==> src/rtl/sipo_deser.sv <==
// rtl/sipo_deser.sv - serial-to-parallel deserializer with one-entry valid/ready holding buffer
module sipo_deser #(
    parameter int N         = 8,
    parameter bit LSB_FIRST = 1'b1
) (
    input  logic                 clk,
    input  logic                 reset,
    input  logic                 data_in,
    input  logic                 bit_valid,
    output logic [N-1:0]         word_out,
    output logic                 word_valid,
    input  logic                 word_ready,
    output logic [$clog2(N)-1:0] bit_count,
    output logic                 overrun,
    input  logic                 clear_ovr
);

    localparam int             CW       = $clog2(N);
    localparam logic [CW-1:0]  LAST_BIT = CW'(N - 1);
    localparam logic [0:0]     ST_EMPTY = 1'b0;
    localparam logic [0:0]     ST_FULL  = 1'b1;

    logic [0:0]   state;
    logic [N-1:0] sreg;
    logic [N-1:0] sreg_next;
    logic         word_complete;
    logic         drain;
    logic         load;
    logic         drop;

    generate
        if (LSB_FIRST) begin : g_lsb_first
            assign sreg_next = {data_in, sreg[N-1:1]};
        end else begin : g_msb_first
            assign sreg_next = {sreg[N-2:0], data_in};
        end
    endgenerate

    // The completed word is the post-shift value, so it includes the bit sampled this edge.
    assign word_complete = bit_valid && (bit_count == LAST_BIT);
    assign drain         = (state == ST_FULL) && word_ready;
    assign load          = word_complete && ((state == ST_EMPTY) || word_ready);
    assign drop          = word_complete && (state == ST_FULL) && !word_ready;
    assign word_valid    = (state == ST_FULL);

    always_ff @(posedge clk or negedge reset) begin
        if (!reset) begin
            sreg      <= '0;
            bit_count <= '0;
            word_out  <= '0;
            state     <= ST_EMPTY;
            overrun   <= 1'b0;
        end else begin
            if (bit_valid) begin
                sreg      <= sreg_next;
                bit_count <= word_complete ? '0 : bit_count + CW'(1);
            end

            // Simultaneous drain and load keeps the buffer full with no bubble.
            if (load) begin
                word_out <= sreg_next;
                state    <= ST_FULL;
            end else if (drain) begin
                state    <= ST_EMPTY;
            end

            if (drop) begin
                overrun <= 1'b1;
            end else if (clear_ovr) begin
                overrun <= 1'b0;
            end
        end
    end

endmodule

==> config.mk <==
export PLATFORM = sky130hd
export DESIGN_NAME = sipo_deser
export DESIGN_NICKNAME = d
export VERILOG_FILES = /design/src/rtl/sipo_deser.sv
export SDC_FILE = /design/constraint.sdc
export NUM_CORES = 1
export LEC_CHECK = 0
export CAP_MARGIN = 20
export CORE_MARGIN = 8
export CORE_UTILIZATION = 43
export DETAILED_ROUTE_END_ITERATION = 16
export HOLD_SLACK_MARGIN = 0.15
export PLACE_DENSITY_LB_ADDON = 0.25
export SLEW_MARGIN = 20
export SYNTH_ARGS = -nofsm -noshare
export SYNTH_HDL_FRONTEND = slang
export SYNTH_SLANG_ARGS = --single-unit
export TNS_END_PERCENT = 50
==> constraint.sdc <==
create_clock -name clk -period 1.45 [get_ports clk]
set_input_delay 0.2175 -clock clk [delete_from_list [all_inputs] [get_ports clk]]
set_output_delay 0.2175 -clock clk [all_outputs]
set_load 0.03 [all_outputs]
==> flow_summary.ini, run 1 <==
[outcome]
status = finished, final reports clean

[yosys]
yosys_warnings = 0
synth_edf_count = 0
synth_top_area_share_pct = 59.3
yosys.cell_types.count = 14
synth_nets = 58
synth-async-reset-ratio_pct = 100
ys_dominant_reg_cell = dfrtp_1
seq_area_frac_synth_pct = 59.3
synth_top_cell_by_area = dfrtp_1
ys_seq_elements = 20
synth_cells = 50
synth_area_leaders = dfrtp_1 59%, mux2_4 14%, mux2_2 11%
netlist_area_um2 = 845
syn_avg_cell_area_um2 = 16.9

[clock_network]
cts_tree = done
hold_buffers = 0
cts_buffers = 3
cts.clk_slew.worst_paths_ns = 0.11
h-tree-depth = 1
cts_buffer_depth = 2
insertion_delay_ns = 0.28
clkSinkCount = 20
cts_root_buf = clkbuf_4

[grt]
grt_pass1_vias = 521
grt_pass1_wl_um = 2430
grt_max_degree = 21
grt.overflow.total = 0
antenna_found_initial = 0
grtUsageTotal_pct = 8.62

[power]
p_per_area_mw_per_mm2 = 1830
total_power_uw = 2070
leakage_uw = 0.000554
vdd.ir_drop.worst_mv = 0.841

[route]
route.detailed.wl_per_inst_um = 13.5
detail-route-antenna-nets = 0
vias_per_cell = 4.70
wirelength_um = 1390
drcViolationCount = 0
first_pass_iters = 2
drt_iter0_markers = 4
route.vias.total = 484

[timing]
fmax_ghz = 0.711
max_slew_margin_pct = 78.8
min_period_ns = 1.41
worst_slack_ns = 0.0434
rsz0062_at_grt = no
finalMaxSlewViolations = 0
fin_hold_ws_ns = 0.262
fin_crit_sh_pct = 97.0
finalHoldViolCount = 0
tns_ns = 0
tightest_slew_ns = 0.319
fin_skew_ns = 0.00527
setup_violations = 0

[floorplan]
fp.dieArea_mm2 = 0.00364
rows = 16
ioPinCount = 19
start_util_pct = 44.4
die_h_um = 60.3
die_w_um = 60.3
coreArea_mm2 = 0.00190

[place]
dp_hpwl_um = 1040
io_buffer_count = 18
post-place-ws_ns = -0.0639
place_inst = 98
place.gp.congestion = 0.702

[layout]
stdcell_count = 103
final_cell_mix = 18 x dfrtp_1, 13 x dlygate4sd2_1, 8 x mux2_4, 8 x mux2_2
n_antenna_cell = 0
drive_gt1_share_pct = 43.4
area_delta_synth_final_pct = 34.1
final_nets = 85
layout_commonest_cell = dfrtp_1

[critical_path]
path_delay_family = flip-flops
cpMostUsedCell = ha_4
critical_path_class = reg2reg
start_kind = flip-flop
worstPathMaxFanout = 8
crit_path_max_incr_delay_ns = 0.44
cp.arrival_ns = 1.58
critPathBufInv = 1
cp.depth = 6
crit_chain = ha_4, ha_4, nand2_4, nor2b_4, buf_12, mux2_4
critPathSlowestCell = dfrtp_2
r2r_cells = 6
worst_ep_required_time_ns = 1.63
worstSetupEndpointType = flip-flop

[run]
max-cap-violations = 0

[hold_path]
hp-class = in2async
## timing repair
action | in CTS | in global routing
setup buffers | 0 | 1
endpoints found under the hold margin | 0 | 0
endpoints found under the setup margin | 13 | 8
resized for setup | 13 | 0
pin swaps | 0 | 1
## cell type report
cell class	count	area, um2
Clock buffer	4	36.3
Fill cell	160	769
Inverter	2	7.51
Multi-Input combinational cell	26	330
Sequential cell	20	503
Tap cell	27	33.8
Timing Repair Buffer	24	221
## logic make-up after synthesis
logic type      Yosys count  synth area share [%]
mux                      16                  24.9
compound gates            3                  2.82
simple gates              5                  5.48
buf+inv                   4                  4.59
flops                    20                  59.3
fa+ha+maj                 2                  2.96
## metal layers
metal | GRT usage [%] | up-vias | wire, um
met2 | 13.3 | 13 | 646
met4 | 4.08 | 0 | 14
met3 | 2.15 | 2 | 92
met1 | 10.9 | 242 | 637
met5 | 0 | - | 0
li1 | - | 227 | -
## stage by stage
stage | cell area [um2] | utilization, %
2_1_floorplan | 872 | -
3_3_place_gp | 1100 | 58.1
3_5_place_dp | 1100 | 58.1
4_1_cts | 1120 | 59.1
5_1_grt | 1130 | 59.5
6_report | 1130 | 59.5
## worst reg2reg max path: cells and delay by family (launching register included)
family                   cells  cell delay (ns)
buffers and inverters        1             0.14
AND/OR/NAND/NOR              2             0.10
adder cells (fa/ha/maj)      2             0.33
flip-flops                   1             0.44
multiplexers                 1             0.29
## flip-flops by register name, indices dropped and copies added (netlist names)
signal and flops:
bit_count 3, word_valid 1, sreg 7, word_out 8, overrun 1
## cells in the mapped netlist (2+ instances only)
| cell type | number |
|---|---|
| a22o_1 | 2 |
| dfrtp_1 | 20 |
| ha_1 | 2 |
| inv_1 | 2 |
| mux2_2 | 8 |
| mux2_4 | 8 |
## final timing paths
| check | startpoint | end | slack, ns |
|---|---|---|---|
| worst max-delay path | bit_count[0]$_DFFE_PN0P_ | word_out[5]$_DFFE_PN0P_ | 0.04 |
| worst min-delay path | reset | word_out[6]$_DFFE_PN0P_ | 0.26 |
| worst max register to register | bit_count[0]$_DFFE_PN0P_ | word_out[5]$_DFFE_PN0P_ | 0.04 |
| worst min register to register | word_out[7]$_DFFE_PN0P_ | word_out[7]$_DFFE_PN0P_ | 0.52 |
| max in group asynchronous | reset | bit_count[0]$_DFFE_PN0P_ | 0.96 |
| min in group clk | clear_ovr | overrun$_DFFE_PN0P_ | 0.50 |
## power by group
part,switching (uW),leakage (uW),internal [uW]
clock,152,0.0000210,153
combinational,454,0.000288,426
sequential,132,0.000245,750
total,739,0.000554,1330
Note: power is estimated with default switching activity, not from simulation.
==> run 2: changes to the inputs <==
MAX_ROUTING_LAYER = met4   (was unset)
==> results of run 2 <==
No change in the layout: final DEF, timing and power equal those of run 1.
Among the figures that moved: final weighted congestion in routability-driven placement 0.702 -> 0.709; overall routing resource usage 8.62% -> 8.87%
==> RTL edit 1: new RTL, settings of run 1 <==
Make the reset (`reset`) synchronous in one clocked block.
--- a/src/rtl/sipo_deser.sv
+++ b/src/rtl/sipo_deser.sv
@@ -45,3 +45,3 @@
 
-    always_ff @(posedge clk or negedge reset) begin
+    always_ff @(posedge clk) begin
         if (!reset) begin
Check against the original RTL: differs if reset is asserted again (counterexample within 4 cycles, from zero or initial values and one cycle with reset low); with reset held inactive, the same outputs for 10 cycles.
==> RTL edit 1 against run 1 <==
Utilization fell by 3.0 points. Sequential cell count did not move. Fmax rose by 7.0%. Synthesized cell count rose by 64%. Critical path depth did not move. Non-clock buffer count fell by 3. Routed wire length rose by 3.3%. Global-route usage rose by 0.35 points. Synthesized area rose by 1.6%. Cell area fell by 4.1%. Count of clock-buffer cells in the layout fell by 1. Worst setup slack improved by 0.092 ns. Critical path type unchanged.
Power is not compared: it rests on default switching activity, and its combinational part moved more than twofold at a synthesized area within 25%.
==> RTL edit 1: results (changes against run 1) <==
Outcome
The run finished with clean final reports.

Final layout
In the final layout, the registers with the most flip-flops are word_out x8, sreg x7, bit_count x3. The layout multi-input combinational cell count came to 56 (+120%). The count of inverters other than clock inverters in the layout is 1 (-1).

The multi-input combinational area share is 38.0% (+8.8 points). The fraction of standard cell area that is sequential is 37.0% (-7.4 points). The final net count was 111 (+31%). The non-clock buffer share of cell area is 19.5% (-0.088 points). The number of antenna repair diodes is 0 (unchanged). The proportion of cell area spent on the clock network is 2.07% (-1.1 points).

The count of buffers not belonging to the clock network in the layout is 21 (-13%). The number of fillers in the final layout was 192 (+20%). The total area of sequential cells is 402 um2 (-20%). The share of cells above drive strength 1 is 15.8% (-28 points).

Setup path
In this design, the largest share of critical-path delay is due to flip-flops. The highest-delay cell along the critical path is sky130_fd_sc_hd__dfxtp_1. The largest driver fanout on the critical path came to 8 (unchanged).

The data arrival time of the critical path came to 1.54 ns (-0.04 ns). The peak per-stage delay on the critical path came to 0.35 ns (-0.09 ns).

Yosys
The async set-reset flop share out of synthesis came to 0% (-100 points). The number of nets in the synthesized netlist came to 90 (+55%). The total of warnings raised by yosys came to 0 (unchanged).

By count the netlist is led by 20 x sky130_fd_sc_hd__dfxtp_1, 16 x sky130_fd_sc_hd__mux2i_1, 16 x sky130_fd_sc_hd__nand2_1. The share of the yosys chip area belonging to registers is 46.6% (-13 points). The post-synthesis cell type count was 20 (+6). By area the synthesized netlist is led by sky130_fd_sc_hd__dfxtp_1 47%, sky130_fd_sc_hd__mux2i_1 19%, sky130_fd_sc_hd__nand2_1 7.0%.

The post-synthesis register bit count came to 20 (unchanged).

GRT
The global-route wire length before repair is 2460 um (+1.2%). The maximum number of pins on one net before global-route repair is 29 (+38%). The fraction of met3 tracks used by global routing was 2.75% (+0.60 points). The met2 track demand over resource is 13.3% (about the same). The remaining global-route overflow is 0 (unchanged). The number of global-route vias before repair is 573 (+10%). The combined global-route utilization of all metal layers is 8.97% (+0.35 points). The number of antenna violations at the first check in global routing is 0 (unchanged). The met1 capacity usage during global routing is 10.9% (-0.063 points).

Clocking
The maximum number of buffers from clock root to sink was 2 (unchanged). The root cell of the clock tree is sky130_fd_sc_hd__clkbuf_4. The total clock buffers created by CTS is 3 (unchanged). The clock-pin slew of the registers on the worst-case setup and hold paths is 0.10 ns. The maximum level of the CTS H-tree was 1 (unchanged).

The clock insertion delay at the later pin of the skew report is 0.29 ns.

Place
The final weighted congestion in routability-driven placement is 0.678 (-3.4%). The cell area after placement is 1060 um2 (-4.1%). The count of buffers inserted at the top-level ports is 18 (unchanged).

The total half-perimeter wirelength after legalization and detailed placement is 1040 um (-0.22%).

Power
The static leakage is 0.472 nW. The peak supply drop is 0.619 mV.

Detailed routing
The initial DRC count was 3 (-1). The average detailed-routed wire length per instance is 11.2 um (-17%). The total iterations of the first detailed-routing run is 4 (+2).

The routed via count divided by cell count is 4.66 (-0.91%).

Run
The max capacitance violation total is 0 (unchanged).

STA
The clock skew was 0.00555 ns (+0.000280 ns). The transition time at the pin with the least slew margin came to 0.308 ns (-0.0109 ns).

Min path
In this run the worst hold path is classified as register to register.
==> RTL edit 1: per-stage QoR <==
stage                     cells  worst slack [ns]  utilization [%]  power [W]   TNS (ns)
final                       128             0.135             56.5   0.000903          0
after global routing        128         -0.000140             56.5   0.000954  -0.000140
after CTS                   127            0.0252             55.5   0.000919          0
after detailed placement    124           0.00943             55.1   0.000671          0
after global placement      124            0.0333             55.1   0.000670          0
after floorplan              82            0.0136                -   0.000637          0
==> RTL edit 1: timing repair <==
| item | CTS | global route |
|---|---|---|
| buffers inserted | 0 | 1 |
| endpoints found under the setup margin | 13 | 8 |
| resized for setup | 13 | 0 |
==> RTL edit 1: cells by family (layout without fill, tap and decap cells) <==
logic type | count (synthesis) | count (layout) | synth area share (%)
AND/OR/NAND/NOR | 34 | 34 | 22.9
flip-flops | 20 | 20 | 46.6
multiplexers | 16 | 16 | 18.7
buffers and inverters | 6 | 25 | 5.25
AO/OA/AOI/OAI | 4 | 4 | 3.65
adder cells (fa/ha/maj) | 2 | 2 | 2.91
==> RTL edit 1: report_power, final <==
group          total [W]  switching, W  internal (W)
registers       0.000564    0.00000624      0.000558
clock network   0.000249      0.000153     0.0000966
logic          0.0000896     0.0000425     0.0000471
==> RTL edit 1: path summary, 6_finish.rpt <==
kind                  to          from  depth (start not counted)  slack, ns
min          word_out[0]   word_out[0]                          2       0.46
max reg2reg  word_out[6]  bit_count[1]                          6       0.14
min reg2reg  word_out[0]   word_out[0]                          2       0.46
max          word_out[6]  bit_count[1]                          6       0.14
==> RTL edit 1: layer usage <==
metal  part of all wire (%)  vias up
met5                      0        -
met3                    6.8        4
met1                     47      273
met2                     44       14
li1                       -      305
met4                    2.7        0
==> RTL edit 2: new RTL, settings of run 1 <==
Made on the original files. The parameter `N` goes from 8 to 16.
--- a/src/rtl/sipo_deser.sv
+++ b/src/rtl/sipo_deser.sv
@@ -2,3 +2,3 @@
 module sipo_deser #(
-    parameter int N         = 8,
+    parameter int N         = 16,
     parameter bit LSB_FIRST = 1'b1
Interface: changed (resized bit_count and word_out); port bits go from 19 to 28. No check against the original RTL was run, so the function may have changed too.
==> RTL edit 2 against run 1 <==
Via count up 73%. Worst setup slack worse by 0.014 ns. Routed wire length up 79%. Synthesized area up 73%. Final cell count up 71%. Sequential cell count up 17. Power up 83%. Cell area up 70%. Combinational power up 69%. Non-clock buffer count up 12. Largest cell class unchanged.
==> RTL edit 2: results (changes against run 1) <==
Final layout
The fraction of standard cell area that is sequential is 48.3% (+3.9 points). The final net count was 136 (+60%). The count of clock-net buffers in the final layout is 7 (+3). In the final layout, the registers with the most flip-flops are word_out x16, sreg x15, bit_count x4.

The layout multi-input combinational cell count is 47 (+81%). The number of fillers in the final layout is 306 (+91%). The total area of sequential cells was 928 um2 (+85%).

GRT
The met2 track demand over resource is 14.3% (+1.0 points). The global-route wire length before repair came to 4150 um (+71%). The maximum number of pins on one net before global-route repair is 23 (+9.5%).

Place
The placed cell count is 167 (+70%). The pre-CTS setup slack is -0.220 ns (-0.156 ns). The cell area after placement was 1860 um2 (+68%).

Outcome
The run finished with clean final reports.

Setup path
The data arrival time of the critical path is 1.65 ns (+0.07 ns). The largest driver fanout on the critical path is 16 (+8). The capturing point of the worst reg2reg path is word_out[0].

Floorplan
The horizontal die dimension came to 74.3 um (+23%).

Detailed routing
The total wire length is 2490 um (+79%). The total iterations of the first detailed-routing run came to 4 (+2). The wire length the detailed router placed on met1 came to 1120 um (+76%).

The initial DRC count is 25 (+21). The routed via count divided by cell count was 4.77 (+1.4%).

Clocking
The clock insertion delay at the later pin of the skew report came to 0.34 ns (+0.06 ns).

Yosys
The average size of a mapped cell was 16.3 um2 (-3.8%). The post-synthesis cell type count was 19 (+5). The number of nets in the synthesized netlist was 97 (+67%).

Power
The total power divided by cell area is 1970 nW/um2 (+7.8%). The static leakage is 0.938 nW (+69%).
==> RTL edit 2: cell count changes after synthesis, moves of 2 or more <==
cell	run 1	this run
sky130_fd_sc_hd__a22o_1	2	0
sky130_fd_sc_hd__o21ai_0	0	3
sky130_fd_sc_hd__dfrtp_1	20	37
sky130_fd_sc_hd__nand2_1	1	3
sky130_fd_sc_hd__mux2_4	8	10
sky130_fd_sc_hd__mux2_2	8	22
==> RTL edit 2: logic make-up (layout without fill, tap and decap cells) <==
| group | after synthesis | count (layout) | share of synthesized area [%] |
|---|---|---|---|
| AO/OA/AOI/OAI | 5 | 5 | 1.80 |
| XOR/XNOR | 1 | 1 | 0.599 |
| multiplexers | 32 | 32 | 27.2 |
| buffers and inverters | 6 | 46 | 2.99 |
| adder cells (fa/ha/maj) | 1 | 1 | 0.855 |
| flip-flops | 37 | 37 | 63.3 |
| AND/OR/NAND/NOR | 8 | 8 | 3.25 |
